`src/rtl/bitstream_pkg.sv`:
```
// Shared types and constants for the MP3 bitstream reader and its arbiter.
package bitstream_pkg;

  localparam int MAX_BITS = 32;
  localparam int LEN_W    = 6;

  localparam logic CL_HDR  = 1'b0;
  localparam logic CL_MAIN = 1'b1;

  typedef enum logic [1:0] {
    IDLE,
    ISSUE,
    DRAIN,
    RESP
  } state_t;

endpackage

```
`src/rtl/bitstream_reader_arb.sv`:
```
// Two-client round-robin arbiter; the client granted last loses a tie.
module rr_arbiter2
  import bitstream_pkg::*;
(
  input  logic       clk,
  input  logic       rst,
  input  logic [1:0] req,
  input  logic       accept,
  output logic       grant_valid,
  output logic       grant_id
);

  logic last_id;

  always_comb begin
    grant_valid = |req;
    grant_id    = CL_HDR;
    if (req == 2'b11) begin
      grant_id = ~last_id;
    end else if (req[1]) begin
      grant_id = CL_MAIN;
    end
  end

  // Starting with the main-data client as "last" lets the header parser win first.
  always_ff @(posedge clk or posedge rst) begin
    if (rst) begin
      last_id <= CL_MAIN;
    end else if (accept) begin
      last_id <= grant_id;
    end
  end

endmodule

```
`src/rtl/bitstream_reader.sv`:
```
// Arbitrates two bit-field clients onto a 1-bit serial source and assembles
// the returned bits MSB-first, keeping a running count of captured bits.
module bitstream_reader
  import bitstream_pkg::*;
#(
  parameter int MAX_BITS = 32,
  parameter int POS_W    = 16
) (
  input  logic                clk,
  input  logic                rst,
  output logic                src_rea,
  input  logic                src_data,
  input  logic                src_empty,
  input  logic [1:0]          req,
  input  logic [LEN_W-1:0]    req_len0,
  input  logic [LEN_W-1:0]    req_len1,
  output logic                rsp_valid,
  output logic                rsp_id,
  output logic [MAX_BITS-1:0] rsp_data,
  output logic                busy,
  input  logic                pos_clr,
  output logic [POS_W-1:0]    bit_pos
);

  state_t               state;
  logic                 cur_id;
  logic [LEN_W-1:0]     cur_len;
  logic [LEN_W-1:0]     iss_cnt;
  logic [LEN_W-1:0]     cap_cnt;
  logic [MAX_BITS-1:0]  data;
  logic                 rea_q;
  logic [1:0]           eligible;
  logic                 grant_valid;
  logic                 grant_id;
  logic                 start;
  logic [LEN_W-1:0]     len_raw;
  logic [LEN_W-1:0]     len_clamped;

  assign src_rea = (state == ISSUE) && !src_empty;

  // The client being answered in RESP still holds its request, so it is
  // excluded there to avoid serving it twice.
  always_comb begin
    eligible = req;
    if (state == RESP) begin
      eligible = req & ((cur_id == CL_MAIN) ? 2'b01 : 2'b10);
    end
  end

  assign start       = grant_valid && ((state == IDLE) || (state == RESP));
  assign len_raw     = (grant_id == CL_MAIN) ? req_len1 : req_len0;
  assign len_clamped = (len_raw > LEN_W'(MAX_BITS)) ? LEN_W'(MAX_BITS) : len_raw;

  rr_arbiter2 u_arb (
    .clk         (clk),
    .rst         (rst),
    .req         (eligible),
    .accept      (start),
    .grant_valid (grant_valid),
    .grant_id    (grant_id)
  );

  always_ff @(posedge clk or posedge rst) begin
    if (rst) begin
      state     <= IDLE;
      cur_id    <= CL_HDR;
      cur_len   <= '0;
      iss_cnt   <= '0;
      cap_cnt   <= '0;
      data      <= '0;
      rea_q     <= 1'b0;
      rsp_valid <= 1'b0;
      rsp_id    <= 1'b0;
      rsp_data  <= '0;
      busy      <= 1'b0;
      bit_pos   <= '0;
    end else begin
      rsp_valid <= 1'b0;
      rea_q     <= src_rea;

      // The source answers a strobe one cycle later, so capture follows rea_q.
      if (rea_q) begin
        data    <= {data[MAX_BITS-2:0], src_data};
        cap_cnt <= cap_cnt + LEN_W'(1);
      end
      if (pos_clr) begin
        bit_pos <= '0;
      end else if (rea_q) begin
        bit_pos <= bit_pos + POS_W'(1);
      end

      case (state)
        IDLE: begin
        end
        ISSUE: begin
          if (src_rea) begin
            iss_cnt <= iss_cnt + LEN_W'(1);
            if (iss_cnt + LEN_W'(1) == cur_len) begin
              state <= DRAIN;
            end
          end
        end
        DRAIN: begin
          if (rea_q && (cap_cnt + LEN_W'(1) == cur_len)) begin
            state <= RESP;
          end
        end
        RESP: begin
          rsp_valid <= 1'b1;
          rsp_id    <= cur_id;
          rsp_data  <= data;
          state     <= IDLE;
          busy      <= 1'b0;
        end
        default: state <= IDLE;
      endcase

      if (start) begin
        state   <= (len_clamped == '0) ? RESP : ISSUE;
        cur_id  <= grant_id;
        cur_len <= len_clamped;
        iss_cnt <= '0;
        cap_cnt <= '0;
        data    <= '0;
        busy    <= 1'b1;
      end
    end
  end

endmodule

```
`config.mk`:
```
export PLATFORM = sky130hd
export DESIGN_NAME = bitstream_reader
export DESIGN_NICKNAME = d
export VERILOG_FILES = /design/src/rtl/bitstream_pkg.sv /design/src/rtl/bitstream_reader_arb.sv /design/src/rtl/bitstream_reader.sv
export SDC_FILE = /design/constraint.sdc
export NUM_CORES = 1
export LEC_CHECK = 0
export ABC_CLOCK_PERIOD_IN_PS = 4340
export BUFFER_PORTS_ARGS = -buffer_cell sky130_fd_sc_hd__buf_2
export CAP_MARGIN = 25
export CORE_MARGIN = 2
export CORE_UTILIZATION = 55
export CTS_BUF_LIST = sky130_fd_sc_hd__clkbuf_2 sky130_fd_sc_hd__clkbuf_4 sky130_fd_sc_hd__clkbuf_8
export CTS_CLUSTER_SIZE = 16
export DETAILED_ROUTE_END_ITERATION = 10
export GPL_TIMING_DRIVEN = 0
export PLACE_DENSITY = 0.77
export SKIP_LAST_GASP = 1
export SLEW_MARGIN = 10
export SYNTH_ARGS = -nofsm -noshare
export SYNTH_HDL_FRONTEND = slang
export SYNTH_SLANG_ARGS = --single-unit
```
`constraint.sdc`:
```
create_clock -name clk -period 4.34 [get_ports clk]
set_input_delay 0.434 -clock clk [delete_from_list [all_inputs] [get_ports clk]]
set_output_delay 0.434 -clock clk [all_outputs]
set_load 0.02 [all_outputs]
```
==> summary.md, run 1 <==
| Metric | Value |
|---|---|
| Multi-input logic area | 1940 um2 |
| Total routed wirelength | 8940 um |
| Largest cells by area after synthesis | dfrtp_1, mux2i_1, mux2_2 |
| Setup crit end kind | output pin |
| Top_reg_cell synth | dfrtp_1 |
| Synth area leader | dfrtp_1 |
| Post CTS Setup Buffer Count | 0 |
| Routed Antenna Nets | 0 |
| Run status | finished clean |
| Core footprint | 8260 um2 |
| Io pins | 71 |
| Worst min path class | primary input to async pin |
| Synthesis-stage register bit count | 106 |
| Post-synthesis sequential area ratio | 56.2% |
| DP HPWL | 6320 um |
| Routed via count | 3158 |
| Drt drc | 0 |
| Pwr dens | 477 nW/um2 |
| GRT overflow | 0 |
| Layout cells sized above 1 | 26.5% |
| Worst skew pair latency | 360 ps |
| Final setup fails | 0 |
| GPL Wtd Cong | 0.804 |
| WS Path Type | flip-flop to output pin |
| DIE WIDTH | 96.6 um |
| WP data required | 3910 ps |
| Synth Cell Area | 4720 um2 |
| DR vias/cell | 5.34 |
| Root buffer cell | clkbuf_8 |
| Max clock buf depth | 2 |
| Crit path DAT | 1910 ps |
| Avg Cell Area, Syn | 11.8 um2 |
| Gr usage total | 19.7% |
| Initial Util | 57.2% |
| Synthesized net count | 426 |
| Post-synth top area share | 55.7% |
| RSZ-0062 raised after global routing | no |
| Die height | 96.6 um |
| DRT Pass-1 Iters | 4 |
| Setup_tns | 0 ps |
| Synth cell count leaders | dfrtp_1, nor2_1, mux2i_1, mux2_2, xor2_1 |
| Crit start category | flip-flop |
| Worst Skew | 10.5 ps |
| Cell variety after synth | 38 |
| Post-CTS Hold Buffers | 0 |
| Nets | 507 |
| Crit path max fanout | 7 |
| First-pass GRT wire length | 15000 um |
| Fillcell total | 662 |
| Initial antenna violation count | 0 |
| Async S/R FF share, synth | 100% |
| Site row count | 33 |
| Clock H-tree levels | 3 |
| Max-slew violation count | 0 |
| Pre-CTS setup slack | 2040 ps |
| Initial drt markers | 140 |
| CTS tree | built |
| Final period util | 54.0% |
| Clk slew on worst S/H paths | 100 ps |
| Antenna diodes | 0 |
| IO Port Bufs | 69 |
| Maximum VDD drop | 0.000236 V |
| PostCTS Resize Cnt | 0 |
| Tmin final | 2340 ps |
| Clk sinks | 106 |
| Final WS setup | 2000 ps |
| Number of global-route vias before repair | 3238 |
| Maximum capacitance violations | 0 |
| Leakage | 2.71 nW |
| Syn. warnings | 0 |
| Cells after Synth | 400 |
| Total die area | 9340 um2 |
| Routed WL per cell | 15.1 um |
| Fin. Hold Viols | 0 |
| CTS Buf Count | 9 |
| Worst slew pin tran | 779 ps |
| Fmax | 0.427 GHz |
| FF/Latch Area | 2650 um2 |
| Largest net degree at the start of global routing | 59 |
| Area grow syn2layout | 14.4% |
| Worst slew margin | 48.1% |
| Post-synth EDFFs | 0 |
| Most frequent cell after synthesis | dfrtp_1 |
==> through the flow <==
step / std cells / utilization [%] / hold WS [ps] / total power, mW / area, um2
global placement: 574 / 62.9 / 474 / 2.01 / 5200
finish: 591 / 65.4 / 140 / 2.58 / 5400
floorplan: 400 / - / 461 / 1.82 / 4720
global route: 591 / 65.4 / 189 / 2.74 / 5400
CTS: 591 / 65.4 / 160 / 2.59 / 5400
detailed placement: 575 / 63.3 / 486 / 2.04 / 5230
==> flip-flops by register name, indices dropped and copies added (netlist names) <==
register / cells
state: 2
bit_pos: 16
cur_id: 1
rsp_valid: 1
u_arb.last_id: 1
rsp_id: 1
iss_cnt: 6
rea_q: 1
busy: 1
cap_cnt: 6
data: 32
cur_len: 6
rsp_data: 32
==> critical path, cell delays in order, from the launching register on <==
cell and delay [ps]:
dfrtp_1 440, inv_1 80, ha_1 160, inv_1 80, nor2_1 500, buf_2 280
==> metal layers <==
| layer | up-vias | part of all wire, % | track usage [%] |
|---|---|---|---|
| li1 | 1514 | - | - |
| met1 | 1584 | 47 | 25.5 |
| met2 | 50 | 49 | 32.9 |
| met3 | 10 | 3.5 | 5.20 |
| met4 | 0 | 1.1 | 5.53 |
| met5 | - | 0 | 0 |
==> final timing paths <==
check / slack (ps) / to / cells past startpoint / from
min: 140 / rsp_data[10] / 2 / rst
max: 2000 / src_rea / 5 / state[1]
max in group asynchronous: 3470 / u_arb.last_id / 3 / rst
min reg2reg: 500 / u_arb.last_id / 2 / u_arb.last_id
min in group clk: 340 / data[0] / 3 / src_data
max reg2reg: 2030 / state[1] / 7 / cap_cnt[0]
==> cell type report <==
cell class                 instances  area share [%]
buffer                            19            1.78
clock buffer                      12            2.71
clock inverter                     4           0.533
inverter                           7           0.533
multi-input combinational        268            36.0
sequential                       106            49.1
tap                              105            2.43
timing repair buffer              70            6.90
==> placed cells by master, fill, tap and decap left out, drive strengths merged, types with 17 or more instances in the layout <==
master / netlist / layout
xor2: 25 / 25
dfrtp: 105 / 105
mux2: 33 / 33
nand2: 19 / 19
buf: 9 / 79
nor2: 65 / 65
mux2i: 43 / 43
clkbuf: 10 / 22
xnor2: 17 / 17
==> kinds of logic (layout without fill, tap and decap cells) <==
group / after synthesis / count (layout) / share of synthesized area [%]
flops: 106 / 106 / 56.2
mux: 76 / 76 / 17.1
xor+xnor: 42 / 42 / 7.95
compound gates: 23 / 23 / 3.18
fa+ha+maj: 7 / 7 / 1.86
buf+inv: 26 / 112 / 2.60
simple gates: 120 / 120 / 11.1
==> report_power, final <==
part / switching [mW] / internal, mW / total (mW)
clock: 0.329 / 0.230 / 0.559
combinational: 0.522 / 0.335 / 0.857
sequential: 0.0845 / 1.08 / 1.16
total: 0.936 / 1.64 / 2.58
Power figures use the tool's default switching activity.
==> run 2: changes to the inputs <==
Settings changed: ABC_CLOCK_PERIOD_IN_PS 4340 to 2250.
Clock period 4.34 ns to 2.25 ns, I/O delays scaled along.
==> summary.md, run 2 (synthesized netlist as in run 1, its figures left out) <==
| Metric | Value |
|---|---|
| WS Path Type | flip-flop to flip-flop |
| GRT overflow | 0 (unchanged) |
| DRT Pass-1 Iters | 4 (unchanged) |
| Commonest non-fill, non-tap cells in the layout | dfrtp_1, buf_2, nor2_1 |
| DIE WIDTH | 96.6 um (unchanged) |
| Worst Skew | 5.45 ps (-5.02 ps) |
| Clock H-tree levels | 3 (unchanged) |
| Final period util | 94.3% |
| Drt drc | 0 (unchanged) |
| Io pins | 71 (unchanged) |
| Max clock buf depth | 2 (unchanged) |
| Maximum VDD drop | 0.000567 V (+140%) |
| Routed via count | 3204 (+1.5%) |
| Routed WL per cell | 15.2 um (+0.24%) |
| Fin. Hold Viols | 0 (unchanged) |
| Nets | 511 (+0.79%) |
| DP HPWL | 6470 um (+2.4%) |
| IO Port Bufs | 69 (unchanged) |
| Clk sinks | 106 (unchanged) |
| Root buffer cell | clkbuf_8 |
| Commonest non-fill, non-tap cell in the layout | dfrtp_1 |
| Total die area | 9340 um2 (unchanged) |
| Number of global-route vias before repair | 3301 (+1.9%) |
| Crit start category | flip-flop |
| Die height | 96.6 um (unchanged) |
| Initial Util | 57.2% (unchanged) |
| CTS Buf Count | 9 (unchanged) |
| DR vias/cell | 5.38 (+0.77%) |
| Leakage | 2.77 nW (+2.1%) |
| Worst min path class | primary input to flip-flop |
| Area grow syn2layout | 17.2% |
| Final core occ | 67.0% (+1.5 points) |
| Worst reg2reg path startpoint | cap_cnt[0] |
| CTS tree | built |
| Pwr dens | 949 nW/um2 (+99%) |
| Gr usage total | 20.2% (+0.55 points) |
| Worst reg2reg setup slack | 130 ps (-1900 ps) |
| Setup crit end kind | flip-flop |
| Run status | finished clean |
| Largest net degree at the start of global routing | 41 (-31%) |
| Setup_tns | 0 ps (unchanged) |
| Routed Antenna Nets | 0 (unchanged) |
| Crit path DAT | 2380 ps (+470 ps) |
| Min-Delay Startpoint | src_data |
| Antenna diodes | 0 (unchanged) |
| Core footprint | 8260 um2 (unchanged) |
| Site row count | 33 (unchanged) |
| Crit path max fanout | 2 (-5) |
| GPL Wtd Cong | 0.813 (+1.1%) |
| Worst slew pin tran | 757 ps (-21.9 ps) |
| First-pass GRT wire length | 15500 um (+3.5%) |
| Final setup fails | 0 (unchanged) |
| Initial antenna violation count | 0 (unchanged) |
| Number of stages on the worst hold path | 3 |
| Fillcell total | 648 (-2.1%) |
| WP data required | 2510 ps (-1400 ps) |
| Worst skew pair latency | 360 ps (about the same) |
| Tmin final | 2120 ps |
| Worst r2r path cells | 7 (unchanged) |
| Worst hold path endpoint | data[0] |
| Clk slew on worst S/H paths | 100 ps (about the same) |
| Worst slew margin | 49.5% (+1.5 points) |
| Initial drt markers | 104 (-26%) |
| Fmax | 0.471 GHz |
| Layout cells sized above 1 | 29.0% (+2.4 points) |
| Top Registers | data (32), rsp_data (32), bit_pos (16) |
| Max-slew violation count | 0 (unchanged) |
| Total routed wirelength | 9020 um (+0.92%) |
| Maximum capacitance violations | 0 (unchanged) |
| Reg2Reg Capture Point | state[1] |
run 2: worst max-delay path by stage:
stage               start       end  slack [ps]  cells after the start
6_report       cap_cnt[0]  state[1]         130                      7
4_1_cts        cap_cnt[0]  state[1]           9                      7
3_3_place_gp   cap_cnt[0]  state[1]         -20                      7
2_1_floorplan  cap_cnt[0]  state[1]         130                      7
3_5_place_dp   cap_cnt[0]  state[1]         -50                      7
5_1_grt          state[0]   data[0]         -10                      7
run 2: cell type report:
cell class,count,area [um2],area share [%]
Inverter,7,30.0,0.543
Multi-Input combinational cell,268,1980,35.8
Timing Repair Buffer,74,410,7.42
Clock buffer,10,138,2.49
Sequential cell,106,2660,48.0
Tap cell,105,131,2.38
Buffer,19,103,1.86
Clock inverter,6,83.8,1.52
run 2: worst max-delay path, cell delays in order (launching register included):
cell and delay, ps:
dfrtp_2 440, ha_4 250, xnor2_1 140, nand3_1 90, or4_4 490, o21ai_2 160, o211ai_2 120, mux2_4 320
run 2: power breakdown:
part,switching [mW],total [mW],internal [mW]
registers,0.154,2.23,2.08
clock network,0.689,1.26,0.573
logic,1.06,1.76,0.699
total,1.90,5.25,3.35
run 2: metal layers:
metal | track usage (%) | up-vias | share of wire, %
met5 | 0 | - | 0
met4 | 7.48 | 0 | 2.2
met3 | 4.84 | 17 | 4.5
met2 | 32.9 | 63 | 50
met1 | 26.5 | 1594 | 43
li1 | - | 1530 | -
run 2: per-stage QoR:
| stage | power [mW] | hold WS [ps] | instances | setup WS (ps) | cell area [um2] |
|---|---|---|---|---|---|
| global route | 5.57 | 182 | 595 | -9.81 | 5530 |
| global placement | 3.88 | 473 | 574 | -24.5 | 5200 |
| detailed placement | 3.93 | 385 | 576 | -49.9 | 5240 |
| finish | 5.25 | 162 | 595 | 127 | 5530 |
| floorplan | 3.51 | 382 | 400 | 131 | 4720 |
| CTS | 5.22 | 152 | 595 | 8.90 | 5490 |
run 2: timing repair:
item / CTS / global route
hold endpoints to repair: 31 / 0
hold buffers: 1 / 0
gates resized for setup: 1 / 11
endpoints found under the setup margin: 1 / 69
pin swaps: 0 / 1
buffers inserted: 2 / 0
